$ cat src/rtl/radix4_booth_if.sv
// Operand/result bundle between the board I/O and the Booth multiplier.
// Capture handshake: the source presents an operand on sw and raises go.
// A capture takes place on the first clock edge that samples go high after it
// was sampled low (or right after reset). There is no ready signal. A rise
// while the multiplier is busy (states INIT/CALC) is dropped, not queued.
// The source must take go low for at least one sampled cycle before the next
// capture.
interface radix4_booth_if;
   logic [7:0]  sw;
   logic        go;
   logic [15:0] display;
   logic [2:0]  state;

   modport master (output sw, go, input display, state);
   modport slave  (input sw, go, output display, state);
endinterface

$ cat src/rtl/radix4_booth.sv
// Sequential signed 8x8 multiplier using radix-4 Booth recoding.
// Operand A and operand B are captured on successive go rises. The block then
// adds one recoded digit per clock, for four digits. The 16-bit signed product
// is held on display until the next A capture.
module radix4_booth (
   input  logic           clk,
   input  logic           rst,
   radix4_booth_if.slave  bus
);

   typedef enum logic [2:0] {
      IDLE  = 3'd0,
      GOT_A = 3'd1,
      INIT  = 3'd2,
      CALC  = 3'd3,
      DONE  = 3'd4
   } state_t;

   state_t             state_q;
   state_t             state_d;
   logic               go_q;
   logic               go_rise;
   logic signed [7:0]  a_q;
   logic signed [7:0]  b_q;
   logic [15:0]        acc_q;
   logic [1:0]         cnt_q;
   logic [15:0]        display_q;

   logic [8:0]         b_ext;
   logic [2:0]         shamt;
   logic [2:0]         triple;
   logic [15:0]        a_ext;
   logic [15:0]        pp;
   logic [15:0]        pp_shift;
   logic [15:0]        acc_sum;

   assign go_rise     = bus.go & ~go_q;
   assign bus.display = display_q;
   assign bus.state   = state_q;

   // Recode the current digit of B and form the shifted partial product.
   always_comb begin
      b_ext  = {b_q, 1'b0};          // the appended zero supplies B[-1]
      shamt  = {cnt_q, 1'b0};        // digit i covers bits 2i+1..2i-1
      triple = b_ext[shamt +: 3];
      a_ext  = {{8{a_q[7]}}, a_q};
      pp     = 16'd0;
      case (triple)
         3'b001, 3'b010: pp = a_ext;
         3'b011:         pp = a_ext << 1;
         3'b100:         pp = 16'd0 - (a_ext << 1);
         3'b101, 3'b110: pp = 16'd0 - a_ext;
         default:        pp = 16'd0;
      endcase
      pp_shift = pp << shamt;
      acc_sum  = acc_q + pp_shift;
   end

   // State register.
   always_ff @(posedge clk or negedge rst) begin
      if (!rst) state_q <= IDLE;
      else      state_q <= state_d;
   end

   // Next-state logic. Unused codes fall back to IDLE.
   always_comb begin
      state_d = state_q;
      case (state_q)
         IDLE:    if (go_rise) state_d = GOT_A;
         GOT_A:   if (go_rise) state_d = INIT;
         INIT:    state_d = CALC;
         CALC:    if (cnt_q == 2'd3) state_d = DONE;
         DONE:    if (go_rise) state_d = GOT_A;
         default: state_d = IDLE;
      endcase
   end

   // Operand capture, digit accumulation and display update.
   always_ff @(posedge clk or negedge rst) begin
      if (!rst) begin
         go_q      <= 1'b0;
         a_q       <= '0;
         b_q       <= '0;
         acc_q     <= '0;
         cnt_q     <= '0;
         display_q <= '0;
      end else begin
         go_q <= bus.go;   // tracks go in every state so busy-time rises are dropped
         case (state_q)
            IDLE, DONE: begin
               if (go_rise) begin
                  a_q       <= bus.sw;
                  display_q <= {bus.sw, 8'h00};
               end
            end
            GOT_A: begin
               if (go_rise) begin
                  b_q       <= bus.sw;
                  display_q <= {a_q, bus.sw};
               end
            end
            INIT: begin
               acc_q <= '0;
               cnt_q <= '0;
            end
            CALC: begin
               acc_q <= acc_sum;
               cnt_q <= cnt_q + 2'd1;
               if (cnt_q == 2'd3) display_q <= acc_sum;
            end
            default: ;
         endcase
      end
   end

endmodule

$ cat src/flat_wrapper.sv
// flat-port wrapper written by rule: the top's interface ports become plain ports
module radix4_booth_flat 
  (clk, rst, bus_sw, bus_go, bus_display, bus_state);
  radix4_booth_if bus_i ();
  input  logic clk;
  input  logic rst;
  input wire logic [$bits(bus_i.sw)-1:0] bus_sw;
  input wire logic [$bits(bus_i.go)-1:0] bus_go;
  output wire logic [$bits(bus_i.display)-1:0] bus_display;
  output wire logic [$bits(bus_i.state)-1:0] bus_state;
  assign bus_i.sw = bus_sw;
  assign bus_i.go = bus_go;
  assign bus_display = bus_i.display;
  assign bus_state = bus_i.state;
  radix4_booth u_core (.clk(clk), .rst(rst), .bus(bus_i));
endmodule
$ cat config.mk
export PLATFORM = sky130hd
export DESIGN_NAME = radix4_booth_flat
export DESIGN_NICKNAME = d
export VERILOG_FILES = /design/src/rtl/radix4_booth_if.sv /design/src/rtl/radix4_booth.sv /design/src/flat_wrapper.sv
export SDC_FILE = /design/constraint.sdc
export NUM_CORES = 1
export LEC_CHECK = 0
export BUFFER_PORTS_ARGS = -buffer_cell sky130_fd_sc_hd__buf_2
export CORE_UTILIZATION = 57
export DETAILED_ROUTE_END_ITERATION = 8
export PLACE_DENSITY = 0.82
export REMOVE_ABC_BUFFERS = 1
export SKIP_LAST_GASP = 1
export SYNTH_ARGS = -nofsm -noshare
export SYNTH_HDL_FRONTEND = slang
export SYNTH_SLANG_ARGS = --single-unit
$ cat constraint.sdc
create_clock -name clk -period 4.69 [get_ports clk]
set_input_delay 0.7035 -clock clk [delete_from_list [all_inputs] [get_ports clk]]
set_output_delay 0.7035 -clock clk [all_outputs]
set_load 0.05 [all_outputs]
==> results of run 1 <==
## stage by stage
step / area, um2 / hold WS [ns] / setup TNS [ns]
after detailed placement: 4110 / 0.467 / 0
after CTS: 4210 / 0.497 / 0
after floorplan: 3760 / 0.408 / -0.0168
after global routing: 4230 / 0.496 / -0.0235
final: 4230 / 0.477 / 0
after global placement: 4110 / 0.463 / 0
## what timing repair did
action / CTS / global route
resized for setup: 0 / 5
setup endpoints to repair: 0 / 6
setup buffers: 0 / 1
endpoints found under the hold margin: 0 / 0
## layout make-up
type                            instances  area [um2]  share of cell area [%]
Inverter                               13        48.8                    1.15
Timing Repair Buffer                   44         258                    6.10
Clock buffer                            6        82.6                    1.95
Tap cell                               77        96.3                    2.28
Multi-Input combinational cell        336        2370                    56.1
Sequential cell                        54        1350                    32.0
Clock inverter                          2        16.3                   0.385
## flip-flops by register name (all words and copies together) (netlist names)
signal	count
u_core.a_q	8
u_core.acc_q	16
u_core.b_q	8
u_core.bus.display	16
u_core.bus.state	3
u_core.cnt_q	2
u_core.go_q	1
## synthesized netlist by cell type, drive strengths merged (3+ instances only)
master / n
mux2: 18
nor2b: 7
or3: 4
o311ai: 3
xor2: 5
ha: 17
inv: 13
nand3: 7
nor3: 8
a211oi: 4
a22o: 7
xnor2: 12
mux2i: 21
a21o: 11
nand2b: 5
o22ai: 5
a31oi: 11
and2: 3
and3: 7
clkbuf: 15
o21ai: 30
buf: 9
a21boi: 4
dfrtp: 54
o31ai: 7
nor3b: 6
nor2: 27
nand2: 57
a21oi: 23
## logic make-up (layout without fill, tap and decap cells)
| group | Yosys count | in the layout | share of synthesized area, % |
|---|---|---|---|
| AOI/OAI and AO/OA | 120 | 120 | 21.2 |
| DFF | 54 | 54 | 34.9 |
| muxes | 40 | 40 | 11.2 |
| buffers and inverters | 37 | 65 | 4.14 |
| adders and majority gates | 18 | 18 | 6.01 |
| xor gates and xnor gates | 17 | 17 | 4.23 |
| and+or+nand+nor | 141 | 141 | 18.3 |
## layer usage
layer / track usage, % / up-vias
li1: - / 1609
met1: 38.0 / 1655
met2: 49.3 / 128
met3: 5.51 / 35
met4: 16.3 / 0
met5: 0 / -
## worst max-delay path, delay by kind of cell (launching register included)
| kind | cells | cell delay [ns] |
|---|---|---|
| flip-flops | 1 | 0.44 |
| multiplexers | 2 | 0.35 |
| AND/OR/NAND/NOR | 4 | 0.94 |
| XOR/XNOR | 2 | 0.33 |
| buffers and inverters | 1 | 0.14 |
| AO/OA/AOI/OAI | 7 | 1.63 |
| adder cells (fa/ha/maj) | 2 | 0.59 |
## path summary, 6_finish.rpt
kind	startpoint	endpoint
max	u_core.a_q[1]	u_core.bus.display[15]
min	rst	u_core.a_q[5]
max reg2reg	u_core.a_q[1]	u_core.bus.display[15]
min reg2reg	u_core.bus.display[1]	u_core.bus.display[1]
max in group asynchronous	rst	u_core.cnt_q[0]
min in group clk	u_core.bus.display[1]	u_core.bus.display[1]
==> results.yml, run 1 <==
run_status:
  outcome: "finished with violations"
  failed_checks: "DRC"
route:
  wl_met1_mm: 4.22
  wl_met3_um: 691
  route.vias.total: 3427
  met2WireLength_mm: 4.77
  top_layer_used: "met4"
  dr.pass1.iters: 6
  drtAntennaViolNets: 0
  drtIter0Drc: 242
  drc: 4
  wl_mm: 10.1
  post_drt_via_cell_ratio: 6.44
  wl_per_cell_um: 19.0
finish:
  final_cell_mix: "nand2_1 (56), dfrtp_1 (53), buf_2 (29), nor2_1 (27), o21ai_0 (24)"
  final_common_cell: "nand2_1"
  diodes: 0
  drive_gt1_share_pct: 19.8
  final_cells: 532
  fin_util_pct: 65.5
  fillers: 543
  nets: 483
  synthToLayoutAreaGrowth_pct: 9.21
sta:
  relSlewSlack_pct: 40.2
  worstMarginPinSlew_ns: 0.895
  report.final.slew_viol_count: 0
  period_minus_slack_ns: 4.56
  finalWorstSetupSlack_ns: 0.126
  fmaxAchievable_ghz: 0.219
  skew_ns: 0.0122
  setup_viol: 0
  period_share_pct: 97.3
  hold_viol: 0
floorplan:
  core_area_um2: 6460
  start_util_pct: 59.9
  die_x_um: 84.4
  rows: 29
  die_y_um: 84.4
  dieArea_um2: 7130
  num_io_pins: 30
setup_path:
  worstSetupPathType: "register to register"
  crit_required_ns: 4.86
  max_stage_delay_ns: 0.53
  reg2regPathDepth: 18
  critPathMaxFanout: 6
  cp_cell_sequence: "inv_1, ha_2, or4b_4, nor3_4, nor3_1, o21ai_0, nand3b_1, mux2i_1, mux2i_1, ha_1, a21o_1, a221o_1, a21o_1, a211o_1, xnor2_2, xor2_1, a221oi_2, a21oi_1"
  regToRegSetupSlack_ns: 0.13
  critPathCaptureType: "register"
  crit_path_start_kind: "register"
  worstPathArrival_ns: 4.74
  crit_path_top_delay_cell: "or4b_4"
clock_network:
  clk_path_buf_depth: 2
  numCtsBuffers: 5
  clk_pin_slew_ns: 0.11
  holdBufCountCts: 0
  cts_tree: "done"
  worstSkewPairLatency_ns: 0.32
  cts_sinks: 54
  cts_max_level: 2
  cts_root_buf: "clkbuf_8"
place:
  gp_congestion: 0.929
  hpwl_mm: 7.37
  port_buffers: 29
  dp.cells: 523
  dp_worst_setup_slack_ns: 0.144
run:
  max-cap-violations: 0
logic_synthesis:
  yosys.area.top_type: "dfrtp_1"
  ys_ff_latch: 54
  syn-cell-area_um2: 3870
  yosysUniqueCellTypes: 62
  yosysSeqAreaShare_pct: 34.9
  async_flop_share_pct: 100
  syn_inst: 427
  synth_ff_type: "dfrtp_1"
  avgSynthCellArea_um2: 9.07
  netlist.area_leader.share_pct: 34.9
  yosys_warnings: 0
  synth_area_leaders: "dfrtp_1 (35%), ha_1 (5.5%), mux2i_1 (5.4%)"
  synth_edf_count: 0
global_route:
  grt_max_degree: 55
  grt_pass1_wl_mm: 16.9
  overflow: 0
  antenna_found_initial: 0
  grt_use_total_pct: 30.1
  grt_pass1_vias: 3416
hold_path:
  hold_class: "primary input to asynchronous set/reset pin"
Power of run 1 is not shown: default switching activity piles up to over one toggle a cycle in this logic, so the estimate is an artifact.
==> run 2, diff against run 1 <==
--- a/config.mk
+++ b/config.mk
@@ -5,10 +5,10 @@
 export SDC_FILE = /design/constraint.sdc
 export NUM_CORES = 1
 export LEC_CHECK = 0
-export BUFFER_PORTS_ARGS = -buffer_cell sky130_fd_sc_hd__buf_2
 export CORE_UTILIZATION = 57
 export DETAILED_ROUTE_END_ITERATION = 8
-export PLACE_DENSITY = 0.82
+export DONT_BUFFER_PORTS = 1
+export PLACE_DENSITY = 0.78
 export REMOVE_ABC_BUFFERS = 1
 export SKIP_LAST_GASP = 1
 export SYNTH_ARGS = -nofsm -noshare
==> results.yml, run 2 (same netlist as run 1, synthesis figures left out) <==
global_route:
  antenna_found_initial: 0
  overflow: 0
  grt_use_total_pct: 29.2
  busiest_layer: "met2"
  grt_pass1_vias: 3164
  met2_usage_pct: 48.1
  met1_usage_pct: 39.6
  grt_pass1_wl_mm: 16.1
  met3_usage_pct: 4.52
  grt_max_degree: 55
route:
  post_drt_via_cell_ratio: 6.48
  drtAntennaViolNets: 0
  wl_per_cell_um: 19.5
  dr.pass1.iters: 7
  wl_mm: 9.79
  drtIter0Drc: 281
  drc: 4
  route.vias.total: 3257
finish:
  fillers: 541
  drive_gt1_share_pct: 15.7
  diodes: 0
  multi_input_area_um2: 2380
  regArea_um2: 1360
  synthToLayoutAreaGrowth_pct: 5.79
  nets: 454
  final_cell_mix: "nand2_1 (56), dfrtp_1 (51), nor2_1 (27), o21ai_0 (23), a21oi_1 (22)"
  final_common_cell: "nand2_1"
  design_area_um2: 4100
place:
  hpwl_mm: 7.38
  post_dp_cell_area_um2: 3950
  dp_worst_setup_slack_ns: 0.130
  port_buffers: 0
  gp_congestion: 0.915
sta:
  finalWorstSetupSlack_ns: 0.147
  rsz0062_at_grt: "true"
  fmaxAchievable_ghz: 0.220
  report.final.slew_viol_count: 0
  hold_viol: 0
  setup_viol: 0
  skew_ns: 0.00925
  relSlewSlack_pct: 46.7
  worstMarginPinSlew_ns: 0.797
  period_minus_slack_ns: 4.54
  period_share_pct: 96.9
clock_network:
  worstSkewPairLatency_ns: 0.32
  cts_root_buf: "clkbuf_8"
  cts_sinks: 54
  numCtsBuffers: 5
  clk_path_buf_depth: 2
  clk_pin_slew_ns: 0.11
  cts_tree: "done"
  holdBufCountCts: 0
  cts_max_level: 2
setup_path:
  regToRegSetupSlack_ns: 0.15
  critPathMaxFanout: 10
  critPathCaptureType: "register"
  reg2regPathDepth: 16
  worstPathArrival_ns: 4.72
  r2r_end: "u_core.bus.display[15]"
  crit_start: "u_core.a_q[3]"
  crit_path_start_kind: "register"
  r2r-start: "u_core.a_q[3]"
  crit_required_ns: 4.87
  worstSetupPathType: "register to register"
hold_path:
  hold_class: "primary input to asynchronous set/reset pin"
floorplan:
  die_y_um: 84.4
  die_x_um: 84.4
  dieArea_um2: 7130
  core_area_um2: 6460
  num_io_pins: 30
  start_util_pct: 59.9
  rows: 29
run:
  max-cap-violations: 0
run_status:
  failed_checks: "DRC"
  outcome: "finished with violations"
==> run 2: metal layers <==
| metal | wire, um | share of wire, % |
|---|---|---|
| met1 | 4410 | 45 |
| met2 | 4520 | 46 |
| met3 | 606 | 6.2 |
| met4 | 260 | 2.7 |
| met5 | 0 | 0 |
==> run 2: cell type report <==
class,count,area share (%)
multi-input cells,336,58.2
flip-flops and latches,54,33.1
repair buffers,15,2.75
well taps,77,2.35
clock buffers,5,1.68
inverters,13,1.19
clock inverters,3,0.703
==> run 2: through the flow <==
stage          cells  util (%)  hold WS, ns  TNS, ns
4_1_cts          501      62.7       0.0583        0
6_report         503      63.4       0.0602        0
3_5_place_dp     493      61.2        0.409        0
2_1_floorplan    403         -        0.408  -0.0168
5_1_grt          503      63.4       0.0428  -0.0353
3_3_place_gp     493      61.2        0.409        0
==> run 2: timing repair <==
action,CTS,global route
setup buffers,0,2
endpoints found under the setup margin,0,8
resized for setup,0,11
==> run 2: worst max path at each step <==
stage                              to  slack (ns)
2_1_floorplan  u_core.bus.display[15]       -0.02
3_3_place_gp   u_core.bus.display[15]        0.21
3_5_place_dp   u_core.bus.display[15]        0.13
4_1_cts        u_core.bus.display[15]        0.11
5_1_grt        u_core.bus.display[13]       -0.03
6_report       u_core.bus.display[15]        0.15
==> run 2: worst max-delay path, stage by stage, from the launching register on <==
cell and delay [ns]:
dfrtp_2 0.49, or4_4 0.58, or4_4 0.45, nor2_1 0.10, a2111oi_0 0.06, nand3b_1 0.27
mux2i_2 0.22, mux2i_1 0.12, ha_1 0.39, a21o_1 0.22, a221o_1 0.35, a21o_1 0.20
a211o_1 0.30, xnor2_2 0.17, xor2_1 0.16, a221oi_2 0.23, a21oi_1 0.09
Power of run 2 is left out for the same reason.
